## src/rtl/reaction_pkg.sv

```systemverilog
// Shared types and constants for the reaction-game round sequencer.
package reaction_pkg;

  typedef enum logic [2:0] {
    StIdle   = 3'd0,
    StArm    = 3'd1,
    StGo     = 3'd2,
    StResult = 3'd3,
    StFoul   = 3'd4,
    StDone   = 3'd5
  } state_e;

  localparam int unsigned TIME_W = 14;
  localparam logic [TIME_W-1:0] MS_MAX = TIME_W'(9999);

  localparam int unsigned TICK_HW  = 50000;
  localparam int unsigned TICK_SIM = 5;

  localparam logic [15:0] LFSR_SEED = 16'hACE1;

  // Fibonacci LFSR, taps 16,14,13,11; never reaches zero from a non-zero seed.
  function automatic logic [15:0] lfsr_next(input logic [15:0] s);
    return {s[14:0], s[15] ^ s[13] ^ s[12] ^ s[10]};
  endfunction

endpackage

```

## src/rtl/reaction_round_ctrl_if.sv

```systemverilog
// Player/display-side signal bundle of the round sequencer.
interface reaction_round_ctrl_if;
  import reaction_pkg::*;

  logic              start;
  logic              stop;
  logic              go;
  logic [TIME_W-1:0] run_ms;
  logic [TIME_W-1:0] result;
  logic [TIME_W-1:0] best;
  logic [2:0]        round;
  state_e            state;
  logic              valid;
  logic              false_start;
  logic              done;

  modport master (
    output start, stop,
    input  go, run_ms, result, best, round, state, valid, false_start, done
  );

  modport slave (
    input  start, stop,
    output go, run_ms, result, best, round, state, valid, false_start, done
  );

endinterface

```

## src/rtl/ms_tick_gen.sv

```systemverilog
// Millisecond prescaler: one-cycle tick every Period cycles, restarted by clr.
module ms_tick_gen #(
  parameter int unsigned Period = 5
) (
  input  logic clk,
  input  logic rst_n,
  input  logic clr,
  output logic tick
);

  localparam int unsigned CntW = (Period > 1) ? $clog2(Period) : 1;
  localparam logic [CntW-1:0] Last = CntW'(Period - 1);

  logic [CntW-1:0] cnt_q, cnt_d;

  assign tick = (cnt_q == Last);

  always_comb begin
    cnt_d = cnt_q + CntW'(1);
    if (clr || tick) cnt_d = '0;
  end

  always_ff @(posedge clk or negedge rst_n) begin
    if (!rst_n) cnt_q <= '0;
    else        cnt_q <= cnt_d;
  end

endmodule

```

## src/rtl/reaction_round_ctrl.sv

```systemverilog
// Multi-round reaction-game sequencer: random hold-off, GO lamp, ms timing, best tracking.
// Build option FALSE_START_PENALTY_EN: a false start scores MS_MAX and completes the round.
module reaction_round_ctrl
  import reaction_pkg::*;
#(
  parameter int unsigned SIM_MODE     = 0,
  parameter int unsigned ROUNDS       = 4,
  parameter int unsigned MIN_DELAY_MS = 1000,
  parameter int unsigned DELAY_BITS   = 11
) (
  input logic                   clk,
  input logic                   rst_n,
  reaction_round_ctrl_if.slave  bus
);

  localparam int unsigned TickPeriod = (SIM_MODE != 0) ? TICK_SIM : TICK_HW;
  localparam logic [15:0] RandMask   = 16'((32'd1 << DELAY_BITS) - 32'd1);
  localparam logic [2:0]  LastRound  = 3'(ROUNDS - 1);

  state_e            state_q, state_d;
  logic [15:0]       delay_q, delay_d;
  logic [TIME_W-1:0] run_ms_q, run_ms_d;
  logic [TIME_W-1:0] result_q, result_d;
  logic [TIME_W-1:0] best_q, best_d;
  logic [2:0]        round_q, round_d;
  logic              valid_q, valid_d;
  logic              false_q, false_d;
  logic [15:0]       lfsr_q;
  logic              tick;
  logic [16:0]       delay_sum;
  logic [15:0]       delay_load;

  assign delay_sum  = 17'(MIN_DELAY_MS) + {1'b0, lfsr_q & RandMask};
  assign delay_load = delay_sum[16] ? 16'hFFFF : delay_sum[15:0];

  // Prescaler restarts on every state change so each state sees a full first period.
  ms_tick_gen #(
    .Period (TickPeriod)
  ) u_tick (
    .clk   (clk),
    .rst_n (rst_n),
    .clr   (state_d != state_q),
    .tick  (tick)
  );

  always_comb begin
    state_d  = state_q;
    delay_d  = delay_q;
    run_ms_d = run_ms_q;
    result_d = result_q;
    best_d   = best_q;
    round_d  = round_q;
    valid_d  = 1'b0;
    false_d  = 1'b0;
    case (state_q)
      StIdle, StDone: begin
        if (bus.start) begin
          state_d = StArm;
          round_d = '0;
          best_d  = MS_MAX;
          delay_d = delay_load;
        end
      end
      StArm: begin
        if (bus.stop) begin
          false_d = 1'b1;
`ifdef FALSE_START_PENALTY_EN
          state_d  = StResult;
          result_d = MS_MAX;
          valid_d  = 1'b1;
`else
          state_d  = StFoul;
`endif
        end else if (tick) begin
          if (delay_q <= 16'd1) begin
            state_d  = StGo;
            delay_d  = '0;
            run_ms_d = '0;
          end else begin
            delay_d = delay_q - 16'd1;
          end
        end
      end
      StGo: begin
        if (bus.stop || run_ms_q == MS_MAX) begin
          state_d  = StResult;
          result_d = run_ms_q;
          valid_d  = 1'b1;
          if (run_ms_q < best_q) best_d = run_ms_q;
        end else if (tick) begin
          run_ms_d = run_ms_q + TIME_W'(1);
        end
      end
      StResult: begin
        if (bus.start) begin
          if (round_q == LastRound) begin
            state_d = StDone;
          end else begin
            state_d = StArm;
            round_d = round_q + 3'd1;
            delay_d = delay_load;
          end
        end
      end
      StFoul: begin
        if (bus.start) begin
          state_d = StArm;
          delay_d = delay_load;
        end
      end
      default: state_d = StIdle;
    endcase
  end

  always_ff @(posedge clk or negedge rst_n) begin
    if (!rst_n) begin
      state_q  <= StIdle;
      delay_q  <= '0;
      run_ms_q <= '0;
      result_q <= '0;
      best_q   <= MS_MAX;
      round_q  <= '0;
      valid_q  <= 1'b0;
      false_q  <= 1'b0;
      lfsr_q   <= LFSR_SEED;
    end else begin
      state_q  <= state_d;
      delay_q  <= delay_d;
      run_ms_q <= run_ms_d;
      result_q <= result_d;
      best_q   <= best_d;
      round_q  <= round_d;
      valid_q  <= valid_d;
      false_q  <= false_d;
      lfsr_q   <= lfsr_next(lfsr_q);
    end
  end

  assign bus.go          = (state_q == StGo);
  assign bus.run_ms      = run_ms_q;
  assign bus.result      = result_q;
  assign bus.best        = best_q;
  assign bus.round       = round_q;
  assign bus.state       = state_q;
  assign bus.valid       = valid_q;
  assign bus.false_start = false_q;
  assign bus.done        = (state_q == StDone);

endmodule
```

## src/flat_wrapper.sv

```systemverilog
// flat-port wrapper written by rule: the top's interface ports become plain ports
module reaction_round_ctrl_flat import reaction_pkg::*;
#(
  parameter int unsigned SIM_MODE     = 0,
  parameter int unsigned ROUNDS       = 4,
  parameter int unsigned MIN_DELAY_MS = 1000,
  parameter int unsigned DELAY_BITS   = 11
)
  (clk, rst_n, bus_start, bus_stop, bus_go, bus_run_ms, bus_result, bus_best, bus_round, bus_state, bus_valid, bus_false_start, bus_done);
  reaction_round_ctrl_if bus_i ();
  input logic clk;
  input logic rst_n;
  input wire logic [$bits(bus_i.start)-1:0] bus_start;
  input wire logic [$bits(bus_i.stop)-1:0] bus_stop;
  output wire logic [$bits(bus_i.go)-1:0] bus_go;
  output wire logic [$bits(bus_i.run_ms)-1:0] bus_run_ms;
  output wire logic [$bits(bus_i.result)-1:0] bus_result;
  output wire logic [$bits(bus_i.best)-1:0] bus_best;
  output wire logic [$bits(bus_i.round)-1:0] bus_round;
  output wire logic [$bits(bus_i.state)-1:0] bus_state;
  output wire logic [$bits(bus_i.valid)-1:0] bus_valid;
  output wire logic [$bits(bus_i.false_start)-1:0] bus_false_start;
  output wire logic [$bits(bus_i.done)-1:0] bus_done;
  assign bus_i.start = bus_start;
  assign bus_i.stop = bus_stop;
  assign bus_go = bus_i.go;
  assign bus_run_ms = bus_i.run_ms;
  assign bus_result = bus_i.result;
  assign bus_best = bus_i.best;
  assign bus_round = bus_i.round;
  assign bus_state = bus_i.state;
  assign bus_valid = bus_i.valid;
  assign bus_false_start = bus_i.false_start;
  assign bus_done = bus_i.done;
  reaction_round_ctrl #(.SIM_MODE(SIM_MODE), .ROUNDS(ROUNDS), .MIN_DELAY_MS(MIN_DELAY_MS), .DELAY_BITS(DELAY_BITS)) u_core (.clk(clk), .rst_n(rst_n), .bus(bus_i));
endmodule
```

## config.mk

```make
export PLATFORM = sky130hd
export DESIGN_NAME = reaction_round_ctrl_flat
export DESIGN_NICKNAME = d
export VERILOG_FILES = /design/src/rtl/reaction_pkg.sv /design/src/rtl/reaction_round_ctrl_if.sv /design/src/rtl/ms_tick_gen.sv /design/src/rtl/reaction_round_ctrl.sv /design/src/flat_wrapper.sv
export SDC_FILE = /design/constraint.sdc
export NUM_CORES = 1
export LEC_CHECK = 0
export ABC_AREA = 1
export BUFFER_PORTS_ARGS = -buffer_cell sky130_fd_sc_hd__buf_2
export CELL_PAD_IN_SITES_DETAIL_PLACEMENT = 0
export CELL_PAD_IN_SITES_GLOBAL_PLACEMENT = 2
export CORE_MARGIN = 2
export CORE_UTILIZATION = 35
export DETAILED_ROUTE_END_ITERATION = 12
export PLACE_DENSITY_LB_ADDON = 0.1
export SYNTH_ARGS = -nofsm -noshare
export SYNTH_HDL_FRONTEND = slang
export SYNTH_SLANG_ARGS = --single-unit
```

## constraint.sdc

```tcl
create_clock -name clk -period 5.55 [get_ports clk]
set_input_delay 0.8325 -clock clk [delete_from_list [all_inputs] [get_ports clk]]
set_output_delay 0.8325 -clock clk [all_outputs]
set_load 0.01 [all_outputs]
```

==> results.py, run 1 <==
metrics = {
    "critical_path": {
        "cp.arrival_ps": 4300,
        "max_stage_delay_ps": 780,
        "crit_type": "reg2reg",
        "crit_path_top_delay_cell": "nor2_1",
        "startpoint_type": "register",
        "cp-end-kind": "register",
        "path_cells": "inv_1 > nand2_1 > inv_2 > nand2_1 > inv_1 > nor2_1 > nand2_1 > nand2_1 > nand2_1",
        "path_common_cell": "nand2_1",
        "path_max_fanout": 29,
        "cpLargestDelayFamily": "simple AND/OR/NAND/NOR gates",
        "path_buf_inv": 3,
        "worstPathRequired_ps": 5790,
    },
    "timing": {
        "fin_skew_ps": 9.62,
        "slew-limit-headroom_pct": 34.0,
        "max_freq_mhz": 246,
        "fin_crit_ps": 4060,
        "tightest_slew_ps": 987,
        "finalSetupTns_ps": 0,
        "period_share_pct": 73.2,
        "final_hold_viol_count": 0,
        "grt_setup_unrepaired": "false",
        "maxSlewViolCount": 0,
        "setup_viol": 0,
    },
    "pwr": {
        "cellPowerDensity_nw_per_um2": 390,
        "power.switching_mw": 0.996,
        "power_frac_comb_pct": 35.5,
        "finalPower_mw": 2.44,
        "p_leak_nw": 3.07,
        "internal_power_mw": 1.44,
        "pwr-share-seq_pct": 37.4,
        "netSwitchingFraction_pct": 40.8,
        "clock_power_share_pct": 27.2,
        "irDropWorstVdd_uv": 166,
    },
    "global_routing": {
        "grt_pass1_vias": 4575,
        "grt_usage_pct": 18.6,
        "grt_first_pass_wirelength_mm": 24.1,
        "antenna_found_initial": 0,
        "overflow": 0,
        "grt_max_degree": 65,
    },
    "clocking": {
        "cts_tree": "yes",
        "cts_max_level": 3,
        "post-cts-setup-buffer-count": 0,
        "cts_root_buf": "clkbuf_16",
        "cts_resized": 0,
        "clock_tree.buffer_depth": 2,
        "clkTransAtPathRegs_ps": 70,
        "clk_latency_ps": 360,
        "clkSinkCount": 98,
        "cts_hold_buffers": 0,
        "cts_buffers": 9,
    },
    "logic_synthesis": {
        "synth_cells": 708,
        "synth_cell_type_count": 31,
        "synth_top_cell_by_area": "dfrtp_1",
        "synth_top_area_share_pct": 37.4,
        "synth.area.top_cells": "dfrtp_1, nand2_1, dfstp_2",
        "yosysSeqAreaShare_pct": 45.1,
        "synth.avg_cell_area_sq_um": 7.74,
        "synth-async-reset-ratio_pct": 100,
        "synthesis.nets": 732,
        "synth-seq-cells": 98,
        "syn_area_sq_um": 5480,
        "synth_edf_count": 0,
        "synth-main-ff-cell": "dfrtp_1",
        "yosys_warnings": 0,
    },
    "drt": {
        "routed_via_density": 4.82,
        "routed_wirelength_mm": 14.4,
        "top_layer": "met4",
        "wl_per_cell_microns": 14.7,
        "antenna_left": 0,
        "firstDrtPassIters": 4,
        "wl_met1_mm": 7.22,
        "wl_met3_microns": 444,
        "vias": 4694,
        "met2_wirelength_mm": 6.48,
        "drc": 0,
        "drt_iter0_markers": 353,
    },
    "place": {
        "gp_congestion": 0.811,
        "io_buffers": 55,
        "place_hpwl_mm": 10.5,
    },
    "floorplan": {
        "dieArea_sq_um": 16700,
        "rows": 45,
        "io_pins": 56,
        "die_w_microns": 129,
        "core_sq_um": 15300,
        "die_h_microns": 129,
        "initial_core_util_pct": 35.9,
    },
    "cells_and_area": {
        "final_common_cell": "nand2_1",
        "area_growth_pct": 14.1,
        "mostFrequentLayoutCells": "nand2_1, nor2_1, dfrtp_1",
        "fill_cells": 1598,
        "final_layout_size_suffix_gt1_share_pct": 15.2,
        "nNetsFinal": 782,
        "diodes": 0,
    },
    "flow_run": {
        "drv_cap": 0,
    },
    "hold_path": {
        "min_path_type": "reg2reg",
    },
    "outcome": {
        "status": "finished, final reports clean",
    },
}
[synthesized netlist by cell type (5+ instances only)]
cell	instances
nand2_1	174
nor2_1	89
dfrtp_1	82
inv_1	76
nand3_1	45
o21ai_0	41
xor2_1	29
a21oi_1	20
ha_1	20
nand4_1	19
dfstp_2	16
nor3_1	14
nor2_2	13
o21ai_1	11
xnor2_1	9
buf_2	8
clkbuf_1	7
inv_2	7
nand2_2	5
[worst register-to-register path: stages (launching register included)]
cell,delay [ps]
dfrtp_1,460
inv_1,140
nand2_1,650
inv_2,310
nand2_1,670
inv_1,160
nor2_1,780
nand2_1,530
nand2_1,180
nand2_1,70
[cell families (layout without fill, tap and decap cells)]
kind of cell / count (synthesis) / in the layout / share of synthesized area, %
AND/OR/NAND/NOR: 373 / 373 / 29.5
AO/OA/AOI/OAI: 78 / 78 / 7.42
XOR/XNOR: 38 / 38 / 6.07
flip-flops: 98 / 98 / 45.1
buffers and inverters: 101 / 156 / 7.37
adder cells (fa/ha/maj): 20 / 20 / 4.57
[power groups by stage]
| stage | clock (mW) | sequential [mW] | combinational, mW |
|---|---|---|---|
| floorplan | 0 | 0.931 | 0.630 |
| global placement | 0 | 0.920 | 0.875 |
| detailed placement | 0 | 0.923 | 0.880 |
| CTS | 0.681 | 0.912 | 0.882 |
| global route | 0.718 | 0.926 | 1.00 |
| finish | 0.663 | 0.912 | 0.866 |
[state kept, by name (all words and copies together), names as in the netlist]
name,flops
u_core.bus.run_ms,14
u_core.u_tick.cnt_q,16
u_core.lfsr_q,16
u_core.bus.false_start,1
u_core.bus.result,14
u_core.bus.state,3
u_core.delay_q,16
u_core.bus.round,3
u_core.bus.best,14
u_core.bus.valid,1
[per-stage QoR]
stage / hold WS [ps] / setup WS (ps) / instance area, sq um / util (%) / instances
global placement: 338 / 1740 / 5940 / 39.0 / 958
CTS: 367 / 1530 / 6250 / 41.0 / 974
finish: 360 / 1490 / 6250 / 41.0 / 974
detailed placement: 339 / 1560 / 5940 / 39.0 / 958
floorplan: 333 / 3630 / 5480 / - / 708
global route: 375 / 982 / 6250 / 41.0 / 974
[area by class of cell]
type | count | area [sq um] | share of cell area (%)
Clock buffer | 9 | 225 | 3.60
Clock inverter | 7 | 82.6 | 1.32
Inverter | 83 | 312 | 4.98
Multi-Input combinational cell | 509 | 2600 | 41.6
Sequential cell | 98 | 2470 | 39.5
Tap cell | 211 | 264 | 4.22
Timing Repair Buffer | 57 | 293 | 4.68
[path summary, 6_finish.rpt]
path / start / endpoint / slack [ps] / cells past startpoint
max: u_core.bus.state[0] / u_core.bus.run_ms[6] / 1490 / 9
min: u_core.lfsr_q[14] / u_core.lfsr_q[15] / 360 / 0
max reg2reg: u_core.bus.state[0] / u_core.bus.run_ms[6] / 1490 / 9
min reg2reg: u_core.lfsr_q[14] / u_core.lfsr_q[15] / 360 / 0
max in group asynchronous: rst_n / u_core.bus.best[10] / 3950 / 2
min in group asynchronous: rst_n / u_core.bus.best[12] / 580 / 1
[per-layer routing]
layer | GRT usage (%) | vias up
li1 | - | 2371
met1 | 26.4 | 2228
met2 | 28.9 | 79
met3 | 2.77 | 16
met4 | 6.39 | 0
met5 | 0 | -
(Power assumes the default switching activity.)
==> inputs of run 2 (changes only) <==
==> constraint.sdc (replaced) <==
create_clock -name clk -period 3.9 [get_ports clk]
set_input_delay 0.585 -clock clk [delete_from_list [all_inputs] [get_ports clk]]
set_output_delay 0.585 -clock clk [all_outputs]
set_load 0.01 [all_outputs]
==> run 2 against run 1 <==
Compared with the run above: first-iteration DRC count shrank 19%; via count fell by 0.40%; count of clock-buffer cells in the layout up 1; register-to-register slack worse by 800 ps; critical path type unchanged; flip-flop and latch count is the same; combinational power grew 42%; fmax grew 26%; wire length increased by 2.0%; sequential share of layout area barely moved; hold slack worse by 62 ps; critical path depth increased by 2.
==> results.py, run 2 (synthesized netlist as in run 1, its figures left out) <==
metrics = {
    "global_routing": {
        "antenna_found_initial": 0,
        "grt_max_degree": 57,
        "grt_first_pass_wirelength_mm": 24.9,
        "overflow": 0,
        "grt_pass1_vias": 4689,
        "grt_usage_pct": 19.2,
    },
    "timing": {
        "slew-limit-headroom_pct": 35.8,
        "fin_skew_ps": 9.20,
        "period_share_pct": 82.4,
        "grt_setup_unrepaired": "false",
        "max_freq_mhz": 311,
        "tightest_slew_ps": 960,
        "finalSetupTns_ps": 0,
        "setup_viol": 0,
        "holdWs_ps": 298,
        "setup_slack_ps": 687,
        "maxSlewViolCount": 0,
        "final_hold_viol_count": 0,
        "fin_crit_ps": 3210,
    },
    "cells_and_area": {
        "nNetsFinal": 785,
        "regArea_sq_um": 2470,
        "top_regs": "u_core.delay_q: 16 flops, u_core.lfsr_q: 16 flops, u_core.u_tick.cnt_q: 16 flops",
        "area_growth_pct": 14.2,
        "fill_cells": 1608,
        "diodes": 0,
        "stdcell_area_sq_um": 6260,
        "mostFrequentLayoutCells": "nand2_1, nor2_1, dfrtp_1",
        "final_common_cell": "nand2_1",
        "finalNonFillerCells": 977,
        "fin_util_pct": 41.0,
        "final_layout_size_suffix_gt1_share_pct": 15.5,
        "multi_input_area_sq_um": 2600,
    },
    "clocking": {
        "cts_hold_buffers": 0,
        "cts_root_buf": "clkbuf_16",
        "cts_buffers": 9,
        "post-cts-setup-buffer-count": 0,
        "clkTransAtPathRegs_ps": 80,
        "clock_tree.buffer_depth": 2,
        "cts_resized": 0,
        "clk_latency_ps": 350,
        "cts_max_level": 3,
        "clkSinkCount": 98,
        "cts_tree": "yes",
    },
    "pwr": {
        "p_leak_nw": 3.07,
        "finalPower_mw": 3.41,
        "power_frac_comb_pct": 36.0,
        "cellPowerDensity_nw_per_um2": 545,
        "pwr-share-seq_pct": 38.1,
        "netSwitchingFraction_pct": 41.3,
        "internal_power_mw": 2.00,
        "irDropWorstVdd_uv": 248,
        "clock_power_share_pct": 25.9,
        "power.switching_mw": 1.41,
    },
    "critical_path": {
        "cp-end-kind": "register",
        "worstPathRequired_ps": 4140,
        "path_max_fanout": 29,
        "startpoint_type": "register",
        "reg2regPathDepth": 11,
        "crit_type": "reg2reg",
        "cp.arrival_ps": 3450,
    },
    "hold_path": {
        "min_path_type": "in2async",
    },
    "floorplan": {
        "core_sq_um": 15300,
        "initial_core_util_pct": 35.9,
        "die_w_microns": 129,
        "die_h_microns": 129,
        "rows": 45,
        "dieArea_sq_um": 16700,
        "io_pins": 56,
    },
    "drt": {
        "wl_per_cell_microns": 15.0,
        "drc": 0,
        "routed_via_density": 4.79,
        "antenna_left": 0,
        "vias": 4675,
        "drt_iter0_markers": 287,
        "routed_wirelength_mm": 14.6,
        "firstDrtPassIters": 4,
    },
    "place": {
        "dp_cells": 961,
        "postPlaceCellArea_sq_um": 5970,
        "gp_congestion": 0.841,
        "io_buffers": 55,
        "place_ws_ps": 630,
        "place_hpwl_mm": 10.8,
    },
    "flow_run": {
        "drv_cap": 0,
    },
    "outcome": {
        "status": "finished, final reports clean",
    },
}
run 2: cell types whose count changed in the layout (fill, tap and decap cells not counted), sizes merged:
cell and delta:
clkinvlp +1, inv -2, buf +3, clkinv +1, clkbuf +1, bufinv -1
run 2: layout make-up:
| class | instances | share of cell area (%) |
|---|---|---|
| clock inverters | 6 | 0.800 |
| multi-input cells | 509 | 41.6 |
| well taps | 211 | 4.22 |
| clock buffers | 10 | 3.82 |
| flip-flops and latches | 98 | 39.5 |
| inverters | 83 | 4.98 |
| repair buffers | 60 | 5.04 |
run 2: layer usage:
metal,routed length (microns),part of all wire (%),track usage [%],up-vias
met4,197,1.3,5.12,0
met2,6730,46,30.9,67
met1,7280,50,26.8,2223
met5,0,0,0,-
met3,439,3.0,3.34,14
li1,-,-,-,2371
run 2: power groups by stage:
stage	combinational (mW)	clock, mW	sequential (mW)
floorplan	0.897	0	1.32
global route	1.43	0.955	1.32
detailed placement	1.24	0	1.32
global placement	1.25	0	1.31
finish	1.23	0.883	1.30
CTS	1.25	0.921	1.30
run 2: path summary, 6_finish.rpt:
path	startpoint	to	slack, ps
max in group asynchronous	rst_n	u_core.lfsr_q[0]	2740
max reg2reg	u_core.bus.state[2]	u_core.bus.run_ms[7]	690
min in group clk	u_core.lfsr_q[14]	u_core.lfsr_q[15]	360
min reg2reg	u_core.lfsr_q[14]	u_core.lfsr_q[15]	360
min	rst_n	u_core.bus.best[7]	300
max	u_core.bus.state[2]	u_core.bus.run_ms[7]	690
run 2: critical path: stages, from the launching register on:
cell,delay (ps)
dfrtp_1,500
nor2_2,100
nand2_1,70
buf_4,260
inv_2,190
nand2_1,100
buf_4,250
inv_1,100
nor2_1,740
nand2_1,550
nand2_1,160
nand2_1,60
==> inputs of run 3 (changes only) <==
==> constraint.sdc (replaced) <==
create_clock -name clk -period 3.3 [get_ports clk]
set_input_delay 0.495 -clock clk [delete_from_list [all_inputs] [get_ports clk]]
set_output_delay 0.495 -clock clk [all_outputs]
set_load 0.01 [all_outputs]
==> run 3 against run 2 <==
Compared with the run above: combinational power up 18%; first-iteration DRC count down 31%; clock power up 19%; sequential share of layout area down 0.11 points; worst setup slack worse by 220 ps; count of clock-buffer cells in the layout up 5; non-clock buffer count up 1; wire length down 0.72%; die area unchanged; register-to-register slack worse by 220 ps; highest routed layer unchanged.
==> results.py, run 3 (synthesized netlist as in run 1, its figures left out) <==
metrics = {
    "cells_and_area": {
        "final_layout_size_suffix_gt1_share_pct": 15.3,
        "mostFrequentLayoutCells": "nand2_1, nor2_1, dfrtp_1",
        "fill_cells": 1608,
        "area_growth_pct": 14.5,
        "final_common_cell": "nand2_1",
        "nNetsFinal": 786,
        "top_regs": "u_core.delay_q: 16 flops, u_core.lfsr_q: 16 flops, u_core.u_tick.cnt_q: 16 flops",
        "fin_util_pct": 41.1,
        "diodes": 0,
    },
    "drt": {
        "wl_per_cell_microns": 14.9,
        "routed_wirelength_mm": 14.5,
        "vias": 4756,
        "drt_iter0_markers": 197,
        "antenna_left": 0,
        "firstDrtPassIters": 5,
        "drc": 0,
        "routed_via_density": 4.86,
    },
    "clocking": {
        "cts_tree": "yes",
        "cts_max_level": 3,
        "clkSinkCount": 98,
        "clk_latency_ps": 360,
        "cts_root_buf": "clkbuf_16",
        "clock_tree.buffer_depth": 2,
        "cts_hold_buffers": 0,
        "post-cts-setup-buffer-count": 0,
        "cts_buffers": 9,
        "cts_resized": 0,
        "clkTransAtPathRegs_ps": 70,
    },
    "floorplan": {
        "initial_core_util_pct": 35.9,
        "rows": 45,
        "core_sq_um": 15300,
        "io_pins": 56,
        "die_w_microns": 129,
        "die_h_microns": 129,
        "dieArea_sq_um": 16700,
    },
    "flow_run": {
        "drv_cap": 0,
    },
    "timing": {
        "setup_viol": 0,
        "final_hold_viol_count": 0,
        "finalSetupTns_ps": 0,
        "slew-limit-headroom_pct": 35.0,
        "fin_crit_ps": 2830,
        "period_share_pct": 85.8,
        "max_freq_mhz": 353,
        "tightest_slew_ps": 971,
        "maxSlewViolCount": 0,
        "fin_skew_ps": 9.49,
        "holdWs_ps": 118,
        "grt_setup_unrepaired": "false",
    },
    "critical_path": {
        "r2r_start": "u_core.bus.run_ms[1]",
        "worstPathRequired_ps": 3550,
        "path_common_cell": "nand2_1",
        "max_stage_delay_ps": 730,
        "crit_start": "u_core.bus.run_ms[1]",
        "crit_type": "reg2reg",
        "cp-end-kind": "register",
        "path_max_fanout": 13,
        "cp.arrival_ps": 3080,
        "startpoint_type": "register",
        "path_cells": "ha_1 > nand3_1 > nor2_1 > nand2_1 > nand2_1 > nand2_1 > inv_1 > nor2_1 > nand2_1 > nand2_1 > nand2_1",
        "crit_path_top_delay_cell": "nor2_1",
    },
    "place": {
        "io_buffers": 55,
        "gp_congestion": 0.841,
        "place_hpwl_mm": 10.7,
    },
    "hold_path": {
        "min_path_type": "in2async",
    },
    "global_routing": {
        "grt_max_degree": 61,
        "antenna_found_initial": 0,
        "grt_first_pass_wirelength_mm": 24.6,
        "grt_usage_pct": 18.9,
        "grt_pass1_vias": 4750,
        "overflow": 0,
    },
    "pwr": {
        "cellPowerDensity_nw_per_um2": 644,
        "irDropWorstVdd_uv": 347,
        "p_leak_nw": 3.08,
    },
    "outcome": {
        "status": "finished, final reports clean",
    },
}
-- run 3: layout make-up --
cell class	count	area [sq um]	share of cell area, %
multi-input combinational	509	2600	41.5
sequential	98	2470	39.4
clock buffer	15	278	4.43
tap	211	264	4.21
inverter	83	312	4.97
clock inverter	1	8.76	0.140
timing repair buffer	61	335	5.35
-- run 3: final timing paths --
path	to	slack, ps	cells after the start
worst max-delay path	u_core.bus.run_ms[2]	470	11
worst min-delay path	u_core.bus.best[11]	120	1
worst max register to register	u_core.bus.run_ms[2]	470	11
worst min register to register	u_core.lfsr_q[15]	380	0
max in group asynchronous	u_core.lfsr_q[11]	2430	2
min in group clk	u_core.lfsr_q[15]	380	0
-- run 3: where the power goes --
part	switching [mW]	leakage, nW	internal [mW]
registers	0.137	1.27	1.40
logic	1.03	1.67	0.429
clock network	0.476	0.140	0.577
total	1.64	3.08	2.40
-- run 3: through the flow --
stage	power (mW)	cell area (sq um)	instances	setup WS, ps
6_report	4.04	6270	978	470
5_1_grt	4.37	6270	978	177
4_1_cts	4.09	6270	978	468
3_5_place_dp	3.02	5990	962	475
3_3_place_gp	3.01	5990	962	596
2_1_floorplan	2.63	5480	708	1380
-- run 3: metal layers --
layer / up-vias / global-route usage, % / part of all wire (%)
li1: 2387 / - / -
met3: 11 / 4.00 / 2.8
met1: 2289 / 25.2 / 50
met2: 69 / 31.1 / 46
met4: 0 / 5.31 / 1.2
met5: - / 0 / 0
-- run 3: worst max-delay path, delay by kind of cell (launching register included) --
kind / cells / cell delay [ps]
flops: 1 / 420
fa+ha+maj: 1 / 250
simple gates: 9 / 1970
buf+inv: 1 / 60
